--- src/rtl/bomb_game_pkg.sv ---
// +--------------------------------------------------------------------------+
// | bomb_game_pkg: shared command types for the bomb game engine.            |
// | Rev 1.0                                                                  |
// +--------------------------------------------------------------------------+
`default_nettype none

package bomb_game_pkg;

  typedef enum logic [2:0] {
    UP    = 3'd0,
    DOWN  = 3'd1,
    LEFT  = 3'd2,
    RIGHT = 3'd3,
    STOP  = 3'd4
  } dir_t;

  typedef logic player_t;

  typedef struct packed {
    player_t player;
    dir_t    dir;
    logic    bomb;
  } cmd_t;

  localparam cmd_t CMD_RESET = '{player: 1'b0, dir: STOP, bomb: 1'b0};

endpackage

`default_nettype wire

--- src/rtl/rr_arb2.sv ---
// +--------------------------------------------------------------------------+
// | rr_arb2: combinational two-requester round-robin grant.                  |
// | Rev 1.0                                                                  |
// +--------------------------------------------------------------------------+
`default_nettype none

module rr_arb2
  import bomb_game_pkg::*;
(
  input  logic [1:0] req,
  input  player_t    ptr,
  output player_t    gnt,
  output logic       any
);

  // ptr names the last served requester; on a tie the other one wins
  always_comb begin
    any = |req;
    if (req == 2'b11) gnt = ~ptr;
    else              gnt = req[1];
  end

endmodule

`default_nettype wire

--- src/rtl/player_cmd_arbiter.sv ---
// +--------------------------------------------------------------------------+
// | player_cmd_arbiter: per-player move/bomb slots, move cooldown and        |
// | round-robin issue onto the map-update port. Option: BOMB_PRIORITY_EN.    |
// | Rev 1.0                                                                  |
// +--------------------------------------------------------------------------+
`default_nettype none

module player_cmd_arbiter
  import bomb_game_pkg::*;
#(
  parameter int COOLDOWN_TICKS = 2
) (
  input  logic       clk,
  input  logic       rst,
  input  logic       game_active,
  input  logic       tick,
  input  logic       valid_1,
  input  logic [2:0] dir_1,
  input  logic       bomb_1,
  input  logic       valid_2,
  input  logic [2:0] dir_2,
  input  logic       bomb_2,
  input  logic       map_ready,
  output logic       map_valid,
  output logic       map_player,
  output logic [2:0] map_dir,
  output logic       map_bomb,
  output logic       pend_1,
  output logic       pend_2
);

  localparam int CD_W = (COOLDOWN_TICKS > 0) ? $clog2(COOLDOWN_TICKS + 1) : 1;

  localparam logic [0:0] S_IDLE  = 1'b0;
  localparam logic [0:0] S_ISSUE = 1'b1;

  logic [0:0]      state, state_nxt;
  logic [1:0]      move_pend, move_pend_nxt;
  logic [1:0]      bomb_pend, bomb_pend_nxt;
  logic [2:0]      move_dir [2];
  logic [2:0]      move_dir_nxt [2];
  logic [CD_W-1:0] cooldown [2];
  logic [1:0]      valid_v, bomb_v, bomb_el, move_el, req;
  logic [2:0]      dir_v [2];
  player_t         rr_ptr, gnt;
  logic            any_req, issue_start, issue_bomb, accept;
  cmd_t            map_cmd;

  assign valid_v  = {valid_2, valid_1};
  assign bomb_v   = {bomb_2, bomb_1};
  assign dir_v[0] = dir_1;
  assign dir_v[1] = dir_2;

  always_comb begin
    for (int p = 0; p < 2; p++) begin
      bomb_el[p] = bomb_pend[p];
      move_el[p] = move_pend[p] && (cooldown[p] == '0);
    end
  end

`ifdef BOMB_PRIORITY_EN
  assign req = (|bomb_el) ? bomb_el : move_el;
`else
  assign req = bomb_el | move_el;
`endif

  rr_arb2 u_rr_arb2 (
    .req (req),
    .ptr (rr_ptr),
    .gnt (gnt),
    .any (any_req)
  );

  assign issue_start = (state == S_IDLE) && game_active && any_req;
  assign issue_bomb  = bomb_el[gnt];
  assign accept      = (state == S_ISSUE) && map_ready;

  always_ff @(posedge clk or posedge rst) begin
    if (rst) state <= S_IDLE;
    else     state <= state_nxt;
  end

  always_comb begin
    state_nxt = state;
    case (state)
      S_IDLE:  if (issue_start) state_nxt = S_ISSUE;
      S_ISSUE: if (map_ready)   state_nxt = S_IDLE;
      default: state_nxt = S_IDLE;
    endcase
  end

  always_comb begin
    map_valid = (state == S_ISSUE);
  end

  // A fresh request in the consume cycle is applied after the consume clear
  always_comb begin
    for (int p = 0; p < 2; p++) begin
      move_pend_nxt[p] = move_pend[p];
      bomb_pend_nxt[p] = bomb_pend[p];
      move_dir_nxt[p]  = move_dir[p];
      if (issue_start && (gnt == p[0])) begin
        if (issue_bomb) bomb_pend_nxt[p] = 1'b0;
        else            move_pend_nxt[p] = 1'b0;
      end
      if (valid_v[p]) begin
        if (bomb_v[p]) begin
          bomb_pend_nxt[p] = 1'b1;
        end else if (dir_v[p] == STOP) begin
          move_pend_nxt[p] = 1'b0;
        end else begin
          move_pend_nxt[p] = 1'b1;
          move_dir_nxt[p]  = dir_v[p];
        end
      end
      if (!game_active) begin
        move_pend_nxt[p] = 1'b0;
        bomb_pend_nxt[p] = 1'b0;
      end
    end
  end

  always_ff @(posedge clk or posedge rst) begin
    if (rst) begin
      move_pend <= '0;
      bomb_pend <= '0;
      pend_1    <= 1'b0;
      pend_2    <= 1'b0;
      for (int p = 0; p < 2; p++) move_dir[p] <= STOP;
    end else begin
      move_pend <= move_pend_nxt;
      bomb_pend <= bomb_pend_nxt;
      pend_1    <= move_pend_nxt[0] | bomb_pend_nxt[0];
      pend_2    <= move_pend_nxt[1] | bomb_pend_nxt[1];
      for (int p = 0; p < 2; p++) move_dir[p] <= move_dir_nxt[p];
    end
  end

  // Cooldown load on move acceptance takes precedence over a same-cycle tick
  always_ff @(posedge clk or posedge rst) begin
    if (rst) begin
      for (int p = 0; p < 2; p++) cooldown[p] <= '0;
    end else begin
      for (int p = 0; p < 2; p++) begin
        if (accept && (map_cmd.player == p[0]) && !map_cmd.bomb)
          cooldown[p] <= CD_W'(COOLDOWN_TICKS);
        else if (tick && (cooldown[p] != '0))
          cooldown[p] <= cooldown[p] - 1'b1;
      end
    end
  end

  always_ff @(posedge clk or posedge rst) begin
    if (rst) begin
      map_cmd <= CMD_RESET;
      rr_ptr  <= 1'b1;
    end else begin
      if (issue_start) begin
        map_cmd.player <= gnt;
        map_cmd.bomb   <= issue_bomb;
        map_cmd.dir    <= issue_bomb ? STOP : dir_t'(move_dir[gnt]);
      end
      if (accept) rr_ptr <= map_cmd.player;
    end
  end

  assign map_player = map_cmd.player;
  assign map_dir    = map_cmd.dir;
  assign map_bomb   = map_cmd.bomb;

endmodule

`default_nettype wire

--- config.mk ---
export PLATFORM = sky130hd
export DESIGN_NAME = player_cmd_arbiter
export DESIGN_NICKNAME = d
export VERILOG_FILES = /design/src/rtl/bomb_game_pkg.sv /design/src/rtl/rr_arb2.sv /design/src/rtl/player_cmd_arbiter.sv
export SDC_FILE = /design/constraint.sdc
export NUM_CORES = 1
export LEC_CHECK = 0
export BUFFER_PORTS_ARGS = -buffer_cell sky130_fd_sc_hd__buf_2
export CORE_ASPECT_RATIO = 0.8
export CORE_MARGIN = 5
export CORE_UTILIZATION = 50
export CTS_BUF_LIST = sky130_fd_sc_hd__clkbuf_2 sky130_fd_sc_hd__clkbuf_4 sky130_fd_sc_hd__clkbuf_8
export DETAILED_ROUTE_END_ITERATION = 12
export PLACE_DENSITY = 0.87
export SKIP_CTS_REPAIR_TIMING = 1
export SYNTH_ARGS = -nofsm -noshare
export SYNTH_HDL_FRONTEND = slang
export SYNTH_SLANG_ARGS = --single-unit
--- constraint.sdc ---
create_clock -name clk -period 1.6 [get_ports clk]
set_input_delay 0.16 -clock clk [delete_from_list [all_inputs] [get_ports clk]]
set_output_delay 0.16 -clock clk [all_outputs]
set_load 0.01 [all_outputs]
==> results.json <==
{
  "run_status": "completed",
  "cts_tree": "yes",
  "ioPinCount": 23,
  "leakage_nw": 0.672,
  "power_frac_seq_pct": 45.1,
  "grt_start_max_net_pins": 24,
  "numPortBuffers": 22,
  "rows": 15,
  "p_per_area_mw_per_mm2": 1440,
  "synth_nets": 116,
  "peakVddDrop_uv": 975,
  "gp_congestion": 0.845,
  "netlist-cell-type-count": 38,
  "yosys.area.top_type": "dfrtp_1",
  "grt.total_usage_pct": 16.5,
  "nFillCells": 167,
  "path_class": "flip-flop to flip-flop",
  "initial_core_util_pct": 52.0,
  "worst_slack_ns": 0.0121,
  "synth_cells": 99,
  "worst-r2r-setup-slack_ns": 0.01,
  "dr.pass1.iters": 4,
  "skew_ns": 0.00543,
  "drtIter0Drc": 27,
  "finalInstanceArea_mm2": 0.00142,
  "htreeDepth": 1,
  "fin_crit_sh_pct": 99.2,
  "cp_data_required_time_ns": 1.80,
  "hold_violations": 0,
  "dpl.hpwl_um": 1900,
  "viasPerCell": 5.53,
  "yosysSeqAreaShare_pct": 52.1,
  "num-nets-final": 154,
  "fp.dieArea_mm2": 0.00328,
  "synth_area_mm2": 0.00111,
  "avgRoutedWirePerCell_um": 15.5,
  "cap_viol_max_count": 0,
  "drive_above_1_share_pct": 41.2,
  "holdCritStartpoint": "map_ready",
  "crit_arrival_ns": 1.79,
  "pre_cts_slack_ns": -0.0528,
  "hold_path_class": "input port to flip-flop",
  "diodes": 0,
  "period_minus_slack_ns": 1.59,
  "clock.fmax_mhz": 630,
  "clockRootBuffer": "clkbuf_4",
  "num_vias": 891,
  "slew_headroom_pct": 74.2,
  "synth_edf_count": 0,
  "grt_pass1_wl_um": 4230,
  "grt_pass1_vias": 898,
  "dieHeight_um": 52.2,
  "p_sw_share_pct": 35.2,
  "area_growth_pct": 27.2,
  "crit_path_start_kind": "flip-flop",
  "setup_viol": 0,
  "grt_overflow": 0,
  "async_reset_ff_share_pct": 100,
  "path_max_fanout": 3,
  "regToRegStartpoint": "cooldown[1]$_DFFE_PP0P_",
  "final_max_slew_viol_count": 0,
  "antenna_left": 0,
  "grt_antenna_before_repair": 0,
  "synth_area_per_cell_um2": 11.2,
  "yosys-top-cells-area": "dfrtp_1 43%, dfstp_2 9.4%, mux2_2 4.0%",
  "die_width_um": 62.8,
  "ys_warn_count": 0,
  "drc_errors": 0,
  "switchingPower_mw": 0.720,
  "dpl_cell_area_mm2": 0.00132,
  "min_to": "map_valid$_DFF_PP0_",
  "r2r_cells": 6,
  "finish.utilization_pct": 66.2,
  "yosysTopAreaCellShare_pct": 42.7,
  "clock_path_buffers": 2,
  "timing_worst_slew_pin_value_ns": 0.387,
  "path_clk_slew_ns": 0.12,
  "r2r-end": "pend_1$_DFF_PP0_",
  "wl_um": 2490,
  "clkPwrFrac_pct": 13.7,
  "rsz0062_at_grt": "yes",
  "power.internal_mw": 1.32,
  "combPwrFrac_pct": 41.2,
  "cts_buffers": 3,
  "end_kind": "flip-flop",
  "core_area_mm2": 0.00214,
  "insertion_delay_ns": 0.31,
  "ys.flop_type": "dfrtp_1",
  "ys_ff_latch": 23,
  "min_path_cells": 2,
  "p_total_mw": 2.04,
  "clock-sinks": 23
}
[state kept, by name, indices dropped and copies added (netlist names)]
register and flops:
pend_2 1, bomb_el 2, map_dir 3, pend_1 1, map_bomb 1, cooldown 4
move_dir 6, map_player 1, rr_ptr 1, move_pend 2, map_valid 1
[per-layer routing]
layer	track usage (%)	vias up	wire length [um]
met1	20.6	420	1100
li1	-	431	-
met5	0	-	0
met3	5.36	7	179
met4	3.18	0	22
met2	28.4	33	1190
[kinds of logic (layout without fill, tap and decap cells)]
family / Yosys count / count (layout) / share of synthesized area [%]
compound gates: 30 / 30 / 21.5
simple gates: 27 / 27 / 13.6
flops: 23 / 23 / 52.1
buf+inv: 9 / 46 / 3.03
mux: 6 / 6 / 5.95
fa+ha+maj: 2 / 2 / 2.25
xor+xnor: 2 / 2 / 1.57
[stage by stage]
stage | setup TNS (ns) | cells | hold WS (ns)
floorplan | 0 | 99 | 0.159
CTS | -0.216 | 159 | -0.141
finish | 0 | 161 | 0.0543
global route | -0.0956 | 161 | 0.0566
detailed placement | -0.111 | 155 | 0.210
global placement | 0 | 155 | 0.205
[worst max-delay path by stage]
| stage | startpoint | to |
|---|---|---|
| global placement | cooldown[2]$_DFFE_PP0P_ | pend_2$_DFF_PP0_ |
| detailed placement | cooldown[2]$_DFFE_PP0P_ | pend_2$_DFF_PP0_ |
| global route | cooldown[1]$_DFFE_PP0P_ | pend_1$_DFF_PP0_ |
| floorplan | cooldown[2]$_DFFE_PP0P_ | pend_2$_DFF_PP0_ |
| CTS | cooldown[2]$_DFFE_PP0P_ | pend_2$_DFF_PP0_ |
| finish | cooldown[1]$_DFFE_PP0P_ | pend_1$_DFF_PP0_ |
[layout by cell type (no fill, tap or decap), types with 2 or more instances in the layout]
cell type,instances
a22o_2,2
a221o_1,2
nand2b_1,5
o21a_1,2
dfstp_2,4
buf_4,10
and2_1,3
o21ai_1,3
a21oi_1,4
a22o_1,2
inv_2,2
nand2_1,7
dfrtp_1,19
buf_2,22
inv_1,7
clkbuf_4,4
mux2_2,4
xnor2_1,2
nor2_1,5
[area by class of cell]
| type | count | area (um2) | area share (%) |
|---|---|---|---|
| clock buffer | 4 | 30.0 | 2.12 |
| inverter | 9 | 33.8 | 2.39 |
| multi-input combinational | 67 | 546 | 38.5 |
| sequential | 23 | 581 | 41.0 |
| tap | 25 | 31.3 | 2.21 |
| timing repair buffer | 33 | 195 | 13.8 |
[synth_stat cells, drive strengths merged (2+ instances only)]
| cell | instances |
|---|---|
| dfstp | 4 |
| and2 | 3 |
| dfrtp | 19 |
| a21oi | 6 |
| a21o | 2 |
| a221o | 2 |
| o21ai | 6 |
| a22o | 4 |
| inv | 9 |
| o21a | 2 |
| nand2 | 7 |
| xnor2 | 2 |
| mux2 | 5 |
| nand2b | 5 |
| ha | 2 |
| nor2 | 5 |
[power by group through the flow]
stage	sequential (mW)	combinational [mW]	clock (mW)
final	0.923	0.842	0.280
after global routing	0.950	0.921	0.312
after CTS	0.908	0.740	0.294
after detailed placement	0.918	0.741	0
after global placement	0.904	0.696	0
after floorplan	0.922	0.432	0
[worst max-delay path: stages, from the launching register on]
cell     delay [ns]
dfrtp_1        0.38
inv_2          0.05
ha_4           0.17
a21oi_4        0.23
o21ai_4        0.09
o311a_1        0.31
o31a_1         0.25
No activity file was read; power rests on OpenSTA's default activity.
